===== src/rtl/loba_seq_pkg.sv =====
// Shared types and constants for the windowed approximate sequential multiplier.
// Building with LOBA_SEQ_MULT_LL_TERM_EN adds the low*low term state.
package loba_seq_pkg;

    localparam int unsigned N_W = 16;
    localparam int unsigned M_W = 4;

    typedef logic signed [6:0] exp_t;

    typedef enum logic [2:0] {
        S_IDLE,
        S_SPLIT,
        S_HH,
        S_HL,
        S_LH,
`ifdef LOBA_SEQ_MULT_LL_TERM_EN
        S_LL,
`endif
        S_DONE
    } state_t;

    // Net shift applied to a window product: ea + eb - 2M.
    function automatic exp_t shift_amt(input exp_t ea, input exp_t eb);
        return ea + eb - exp_t'(8);
    endfunction

endpackage


===== src/rtl/loba_seq_split.sv =====
// Leading-one detection and high/low window extraction for one operand.
// Zero operands yield zero windows and zero exponents.
module loba_seq_split
    import loba_seq_pkg::*;
#(
    parameter int unsigned N = N_W,
    parameter int unsigned M = M_W
) (
    input  logic [N-1:0] x,
    output logic [M-1:0] hi,
    output logic [M-1:0] lo,
    output exp_t         e_hi,
    output exp_t         e_lo
);

    localparam int unsigned XW = N + M;
    localparam int unsigned KW = $clog2(XW);
    localparam int unsigned PW = 2 * M;
    localparam int unsigned WW = XW + PW - 1;

    logic [XW-1:0] xs;
    logic [WW-1:0] w;
    logic [KW-1:0] k;
    logic [PW-1:0] win;

    always_comb begin
        xs = {x, {M{1'b0}}};
        // Zero padding below bit 0 makes negative window indices read as 0.
        w  = {xs, {(PW-1){1'b0}}};
        k  = '0;
        for (int unsigned i = 0; i < XW; i++) begin
            if (xs[i]) k = KW'(i);
        end
        win  = PW'(w >> k);
        hi   = win[PW-1:M];
        lo   = win[M-1:0];
        e_hi = exp_t'(k) - exp_t'(M - 1);
        e_lo = e_hi - exp_t'(M);
        if (x == '0) begin
            hi   = '0;
            lo   = '0;
            e_hi = '0;
            e_lo = '0;
        end
    end

endmodule


===== src/rtl/loba_seq_mult.sv =====
// Approximate unsigned multiplier: one registered MxM multiplier time-shared over
// the HH, HL, LH (and LL with LOBA_SEQ_MULT_LL_TERM_EN) window terms.
module loba_seq_mult
    import loba_seq_pkg::*;
#(
    parameter int unsigned N = N_W,
    parameter int unsigned M = M_W
) (
    input  logic           clk,
    input  logic           rst_n,
    input  logic           in_valid,
    output logic           in_ready,
    input  logic [N-1:0]   A,
    input  logic [N-1:0]   B,
    output logic           out_valid,
    input  logic           out_ready,
    output logic [2*N-1:0] P,
    output logic           busy
);

    state_t state_q, state_d;
    logic   rdy_q;

    logic [N-1:0] a_q, b_q;
    logic [M-1:0] ah_q, al_q, bh_q, bl_q;
    exp_t         eah_q, eal_q, ebh_q, ebl_q;

    logic [M-1:0] sa_hi, sa_lo, sb_hi, sb_lo;
    exp_t         sa_eh, sa_el, sb_eh, sb_el;

    logic [M-1:0]   ma_q, mb_q, op_a, op_b;
    exp_t           sh_q, op_s, neg;
    logic [2*M-1:0] prod;
    logic [2*N-1:0] wide, term, acc_q;
    logic           acc_en;

    loba_seq_split #(.N(N), .M(M)) u_split_a (
        .x    (a_q),
        .hi   (sa_hi),
        .lo   (sa_lo),
        .e_hi (sa_eh),
        .e_lo (sa_el)
    );

    loba_seq_split #(.N(N), .M(M)) u_split_b (
        .x    (b_q),
        .hi   (sb_hi),
        .lo   (sb_lo),
        .e_hi (sb_eh),
        .e_lo (sb_el)
    );

    // Operands for the next term are staged one state ahead so the
    // multiplier input register feeds the accumulator in the term's own state.
    always_comb begin
        state_d   = state_q;
        in_ready  = 1'b0;
        out_valid = 1'b0;
        busy      = 1'b1;
        acc_en    = 1'b0;
        op_a      = '0;
        op_b      = '0;
        op_s      = '0;
        case (state_q)
            S_IDLE: begin
                busy     = 1'b0;
                in_ready = rdy_q;
                if (in_valid && rdy_q) state_d = S_SPLIT;
            end
            S_SPLIT: begin
                state_d = S_HH;
                op_a    = sa_hi;
                op_b    = sb_hi;
                op_s    = shift_amt(sa_eh, sb_eh);
            end
            S_HH: begin
                state_d = S_HL;
                acc_en  = 1'b1;
                op_a    = ah_q;
                op_b    = bl_q;
                op_s    = shift_amt(eah_q, ebl_q);
            end
            S_HL: begin
                state_d = S_LH;
                acc_en  = 1'b1;
                op_a    = al_q;
                op_b    = bh_q;
                op_s    = shift_amt(eal_q, ebh_q);
            end
            S_LH: begin
                acc_en = 1'b1;
`ifdef LOBA_SEQ_MULT_LL_TERM_EN
                state_d = S_LL;
                op_a    = al_q;
                op_b    = bl_q;
                op_s    = shift_amt(eal_q, ebl_q);
`else
                state_d = S_DONE;
`endif
            end
`ifdef LOBA_SEQ_MULT_LL_TERM_EN
            S_LL: begin
                acc_en  = 1'b1;
                state_d = S_DONE;
            end
`endif
            S_DONE: begin
                out_valid = 1'b1;
                if (out_ready) state_d = S_IDLE;
            end
            default: state_d = S_IDLE;
        endcase
    end

    always_comb begin
        prod = ma_q * mb_q;
        wide = {{(2*N-2*M){1'b0}}, prod};
        neg  = -sh_q;
        term = (sh_q < exp_t'(0)) ? (wide >> neg) : (wide << sh_q);
    end

    always_ff @(posedge clk or negedge rst_n) begin
        if (!rst_n) begin
            state_q <= S_IDLE;
            rdy_q   <= 1'b0;
            a_q     <= '0;
            b_q     <= '0;
            ah_q    <= '0;
            al_q    <= '0;
            bh_q    <= '0;
            bl_q    <= '0;
            eah_q   <= '0;
            eal_q   <= '0;
            ebh_q   <= '0;
            ebl_q   <= '0;
            ma_q    <= '0;
            mb_q    <= '0;
            sh_q    <= '0;
            acc_q   <= '0;
        end else begin
            state_q <= state_d;
            rdy_q   <= 1'b1;
            ma_q    <= op_a;
            mb_q    <= op_b;
            sh_q    <= op_s;
            if (in_valid && in_ready) begin
                a_q   <= A;
                b_q   <= B;
                acc_q <= '0;
            end
            if (state_q == S_SPLIT) begin
                ah_q  <= sa_hi;
                al_q  <= sa_lo;
                bh_q  <= sb_hi;
                bl_q  <= sb_lo;
                eah_q <= sa_eh;
                eal_q <= sa_el;
                ebh_q <= sb_eh;
                ebl_q <= sb_el;
            end
            if (acc_en) acc_q <= acc_q + term;
        end
    end

    assign P = acc_q;

endmodule


===== config.mk =====
export PLATFORM = sky130hd
export DESIGN_NAME = loba_seq_mult
export DESIGN_NICKNAME = d
export VERILOG_FILES = /design/src/rtl/loba_seq_pkg.sv /design/src/rtl/loba_seq_split.sv /design/src/rtl/loba_seq_mult.sv
export SDC_FILE = /design/constraint.sdc
export NUM_CORES = 1
export LEC_CHECK = 0
export CAP_MARGIN = 20
export CORE_ASPECT_RATIO = 0.75
export CORE_MARGIN = 2
export CORE_UTILIZATION = 50
export CTS_CLUSTER_DIAMETER = 120
export CTS_CLUSTER_SIZE = 24
export DETAILED_ROUTE_END_ITERATION = 6
export PLACE_DENSITY = 0.8
export SKIP_LAST_GASP = 1
export SYNTH_ARGS = -nofsm -noshare
export SYNTH_HDL_FRONTEND = slang
export SYNTH_SLANG_ARGS = --single-unit

===== constraint.sdc =====
create_clock -name clk -period 13.65 [get_ports clk]
set_clock_uncertainty 0.05 [all_clocks]
set_input_delay 2.73 -clock clk [delete_from_list [all_inputs] [get_ports clk]]
set_output_delay 2.73 -clock clk [all_outputs]
set_load 0.01 [all_outputs]

; ---- Word level (Yosys, flattened, before mapping)
; Cells that the tools add are included.
[op_classes]
add_sub_neg = 12
mul = 1
shifts = 4
muxes = 53
order_cmp = 1
reduce_logical = 8
eq_ne = 7
[op_table]
columns = op, count
row1 = 2-to-1 mux 32 bit, 3
row2 = 2-to-1 mux 4 bit, 20
row3 = right shift 27 x 5 -> 8 bit, 2
row4 = 2-to-1 mux 5 bit, 8
row5 = adder 32 bit, 1
row6 = logical NOT 16 bit, 2
row7 = left shift 8 x 7 -> 32 bit, 1
row8 = right shift 8 x 7 -> 32 bit, 1
row9 = 2-to-1 mux 3 bit, 10
row10 = 2-to-1 mux 7 bit, 4
row11 = one-hot mux 4 bit (3 select lines), 2
row12 = adder 7 bit, 3
row13 = one-hot mux 7 bit (3 select lines), 1
row14 = subtractor 7 x 5 -> 7 bit (second input constant), 3
row15 = one-hot mux 3 bit (6 select lines), 1
row16 = subtractor 7 x 4 -> 7 bit (second input constant), 2
row17 = subtractor 5 x 2 -> 6 bit (second input constant), 2
row18 = multiplier 4 x 4 -> 8 bit, 1
row19 = less-than comparator 7 x 1 -> 1 bit (second input constant), 1
row20 = negator 7 bit, 1
row21 = equality test 3 x 2 -> 1 bit (second input constant), 2
row22 = equality test 3 bit (second input constant), 2
row23 = 2-to-1 mux 1 bit, 4
row24 = != test 2 bit (second input constant), 2
row25 = 6 further kinds, 7
[word_totals]
regBits = 127
inputBits = 36
output_inout_bits = 35

; ---- Longest topological paths before layout
[depth]
depth_word = 21
ltp_mapped = 26
depth_no_buf = 26

; ---- Cells and area by module
; A second synthesis with hierarchy kept.
[hier_totals]
hier_cells = 1299
hier_area_um2 = 11058.1
[modules_own_cells]
columns = mod, instances, area_each_um2, cells_per_inst, seq_area_each_um2
row1 = loba_seq_mult, 1, 8811.0, 949, 3178.0
row2 = loba_seq_split, 2, 1123.6, 175, 0.0

; ---- Worst setup path after synthesis
; Ideal clock, no wire load.
[synth_path]
path_type = register -> register
from = register ma_q[0]
to = register acc_q[30], in the netlist P[30]
setup_ns = 0.118
path_stages_with_launch = 27
setup_slack_ns = 7.994
period_less_slack_ns = 5.656
path_buffers = 0
t_arrival_ns = 5.488
cell_sequence = dfrtp_1 -> nand2_1 -> fa_1 -> inv_1 -> fa_1 -> inv_1 -> fa_1 -> nand2b_1 -> a21oi_1 -> xor2_1 -> nand2_1 -> a21oi_1 -> mux2i_1 -> o21ba_2 -> o21ai_0 -> ha_1 -> inv_1 -> fa_1 -> nand2b_1 -> a21oi_1 -> o311a_1 -> a21oi_2 -> o21ba_2 -> o2111ai_1 -> a21oi_1 -> xnor2_1 -> a21o_1
[synth_via]
elab_chain_len = 5
[synth_rtl]
columns = element, line_no
row1 = start: declaration, loba_seq_mult.sv:31  ; logic [M-1:0] ma_q, mb_q, op_a, op_b;
row2 = start signal: assignment, loba_seq_mult.sv:143  ; ma_q <= op_a;
row3 = multiplier 4 x 4 -> 8 bit *, loba_seq_mult.sv:116  ; prod = ma_q * mb_q;
row4 = left shift 8 x 7 -> 32 bit or right shift 8 x 7 -> 32 bit (tied branches), loba_seq_mult.sv:119  ; term = (sh_q < exp_t'(0)) ? (wide >> neg) : (wide << sh_q);
row5 = 2-to-1 mux 32 bit *, loba_seq_mult.sv:119
row6 = adder 32 bit *, loba_seq_mult.sv:161  ; if (acc_en) acc_q <= acc_q + term;
row7 = 2-to-1 mux 32 bit *, loba_seq_mult.sv:161
row8 = end signal: assignment, loba_seq_mult.sv:161
row9 = end: declaration, loba_seq_mult.sv:34  ; logic [2*N-1:0] wide, term, acc_q;
; Mark *: on every way between the ends. The rest lies on a longest branch, timed or not.
; A chain may end at the register's enable or synchronous reset.

; ---- Worst setup path after layout
[layout_path]
from = register ma_q[0]
to = register acc_q[24], in the netlist P[24]
; Same word-level chain as after synthesis.

==> flow_summary_export.csv <==
group,metric,value,unit
outcome,status,"finished, final reports clean",
routing,drcViolationCount,0,
worst_setup_path,slowest_delay,570,ps
place,hpwl,21.0,mm
routing,first_pass_iters,6,
clock_network,cts_setup_buffers,0,
synthesis,synth-seq-cells,121,
worst_setup_path,worst_setup_path_end_kind,"flop",
synthesis,syn_area_per_cell,8.34,um2
die,core,20300,um2
timing,hold_slack,427,ps
routing,drt_iter0_markers,1407,
grt,grt_usage,0.266,
timing,setup_viol_count_final,0,
timing,layout_min_cycle_time,6520,ps
timing,relSlewSlack,0.340,
synthesis,synth.most_common_cell,"nand2_1",
worst_setup_path,crit_buf_inv,3,
routing,antenna_left,0,
worst_setup_path,r2r_end,"P[24]",
grt,grt_pass1_wl,46.7,mm
clock_network,h-tree-depth,4,
grt,grt_pass1_vias,8989,
min_path,min-delay-start,"ah_q[1]",
layout,area_delta_synth_final,14.5,%
layout,nNetsFinal,1404,
worst_setup_path,crit_path_start_kind,"flop",
clock_network,cts-buffers-inserted,17,
synthesis,syn-instance-count,1244,
synthesis,async_reset_ff_frac,1.00,
worst_setup_path,critPathArrivalTime,6780,ps
clock_network,tritoncts,"done",
min_path,hold_path_class,"reg -> reg",
worst_setup_path,r2r_slack,7130,ps
timing,rsz0062_at_grt,"false",
grt,grt_max_degree,77,
clock_network,clk_latency,430,ps
routing,wl_per_cell,18.2,um
synthesis,ys_top_cells_by_area,"dfrtp_1 29%, ha_1 9.5%, nand2_1 5.2%",
routing,vias_per_cell,6.20,
layout,diodes,0,
worst_setup_path,r2r-start,"ma_q[0]",
pwr,peakVddDrop,0.122,mV
worst_setup_path,crit_cells,26,
pwr,cellLeakagePower,0.00541,uW
synthesis,synth_area,10400,um2
grt,antenna_found_initial,0,
synthesis,synth_largest_area_cell,"dfrtp_1",
worst_setup_path,endpoint,"P[24]",
synthesis,ys_types,95,
clock_network,hold_buffers,0,
worst_setup_path,r2r_cells,26,
routing,vias,9628,
clock_network,numClockSinks,121,
worst_setup_path,crit_type,"reg -> reg",
die,die-height,129,um
synthesis,yosysWarningCount,0,
die,die-area,21900,um2
synthesis,ys_top_cells_by_count,"143 x nand2_1, 121 x dfrtp_1, 118 x nor2_1",
worst_setup_path,required,13910,ps
grt,grt-ovfl-total,0,
layout,final_cells,1552,
synthesis,synth-edff-count,0,
clock_network,cts_root_buf,"clkbuf_16",
clock_network,ctsResizeCount,0,
synthesis,yosysTopAreaCellShare,0.292,
place,gp_congestion,0.976,
clock_network,clk_pin_slew,60,ps
worst_setup_path,critPathLaunch,"ma_q[0]",
routing,drt-total-wl,28.2,mm
job,max_cap_viol_count,0,
die,chipWidth,170,um
timing,final.setup.tns,0,ps
timing,tightestPinTransition,990,ps
worst_setup_path,cpMaxStageDelayCell,"fa_1",
die,initial_core_util,0.512,
place,dp_cells,1520,
die,ios,71,
place,io_buffer_count,70,
synthesis,ys.flop_type,"dfrtp_1",
timing,drv_slew,0,
synthesis,ys_seq_area_frac,0.292,
clock_network,clock_path_buffers,2,
timing,fmaxAchievable,153,MHz
worst_setup_path,worstPathMaxFanout,6,
pwr,cellPowerDensity,274,nW/um2
worst_setup_path,crit_family,"compound AO/OA/AOI/OAI gates",
layout,layout-drive-gt1-share,0.0811,
timing,finalHoldViolations,0,
die,row_count,45,
timing,period_share,0.478,
placed cells by master (no fill, tap or decap), types with 7 or more instances in the layout:
master,n
a211oi_1,18
a21o_1,27
a21oi_1,78
a22o_1,35
a31oi_1,8
and2_1,21
clkbuf_16,17
clkdlybuf4s50_1,69
dfrtp_1,121
fa_1,8
ha_1,79
inv_1,77
mux2_2,24
mux2i_1,27
nand2_1,143
nand2b_1,22
nand3_1,26
nor2_1,117
nor2b_1,8
nor3_1,18
o211ai_1,22
o21a_1,9
o21ai_0,70
o21ai_1,7
o21bai_1,10
o221ai_1,8
o22ai_1,9
o31ai_1,13
xnor2_1,35
xor2_1,18
power by group:
group | internal, uW | total [uW] | switching [uW]
registers | 513 | 755 | 243
clock network | 349 | 524 | 176
logic | 814 | 1980 | 1160
final cells by class:
class | count | area (um2)
clock inverter | 14 | 241
timing repair buffer | 75 | 736
fill | 1757 | 8390
inverter | 83 | 314
sequential | 121 | 3030
clock buffer | 18 | 439
tap | 258 | 323
multi-input combinational | 983 | 6800
logic make-up (layout without fill, tap and decap cells):
group | Yosys count | after routing | share of synthesized area
AO/OA/AOI/OAI | 398 | 398 | 0.272
AND/OR/NAND/NOR | 390 | 390 | 0.172
buffers and inverters | 141 | 190 | 0.0544
flip-flops | 121 | 121 | 0.292
adder cells (fa/ha/maj) | 87 | 87 | 0.111
XOR/XNOR | 53 | 53 | 0.0447
multiplexers | 52 | 52 | 0.0535
other | 2 | 3 | 0.000724
per-stage QoR:
stage / setup slack [ps] / cell area (um2) / total power [uW] / util
5_1_grt: 6650 / 11900 / 3510 / 0.586
6_report: 7130 / 11900 / 3250 / 0.586
3_3_place_gp: 7590 / 11200 / 2630 / 0.553
2_1_floorplan: 7990 / 10400 / 2170 / -
3_5_place_dp: 7270 / 11200 / 2670 / 0.553
4_1_cts: 7250 / 11900 / 3220 / 0.586
worst min path at each step:
stage | end | slack (ps) | cells after the start
finish | ah_q[1] | 430 | 1
global route | ah_q[1] | 440 | 1
CTS | ah_q[1] | 430 | 1
detailed placement | ah_q[1] | 420 | 1
global placement | ah_q[2] | 410 | 2
floorplan | al_q[0] | 390 | 2
state kept, by name (all words and copies together), names as in the netlist, 5 cells and up:
register	count
P	32
a_q	16
b_q	16
sh_q	7
eah_q	6
ebh_q	6
eal_q	5
ebl_q	5
worst reg2reg max path, cell delays in order, from the launching register on:
cell and delay (ps):
dfrtp_1 420, nand2_1 110, fa_1 550, inv_1 60, fa_1 570, inv_1 70
fa_1 460, nand2b_1 160, a21oi_1 230, xor2_1 270, nand2_1 80, a21oi_1 250
mux2i_1 160, o21ba_2 220, o21ai_0 180, ha_1 230, inv_1 70, fa_1 380
nand2b_1 190, a21oi_1 340, o311a_1 290, a21oi_2 130, o21ai_1 340, a221o_1 220
a21oi_1 80, xnor2_1 140, a22o_1 180
per-layer routing:
layer,vias up,wire length (um),GRT usage
met5,-,0,0
met4,0,250,0.0498
met3,26,2510,0.0606
met2,472,11800,0.387
met1,4559,13600,0.406
li1,4571,-,-
No activity file was read; power rests on OpenSTA's default activity.
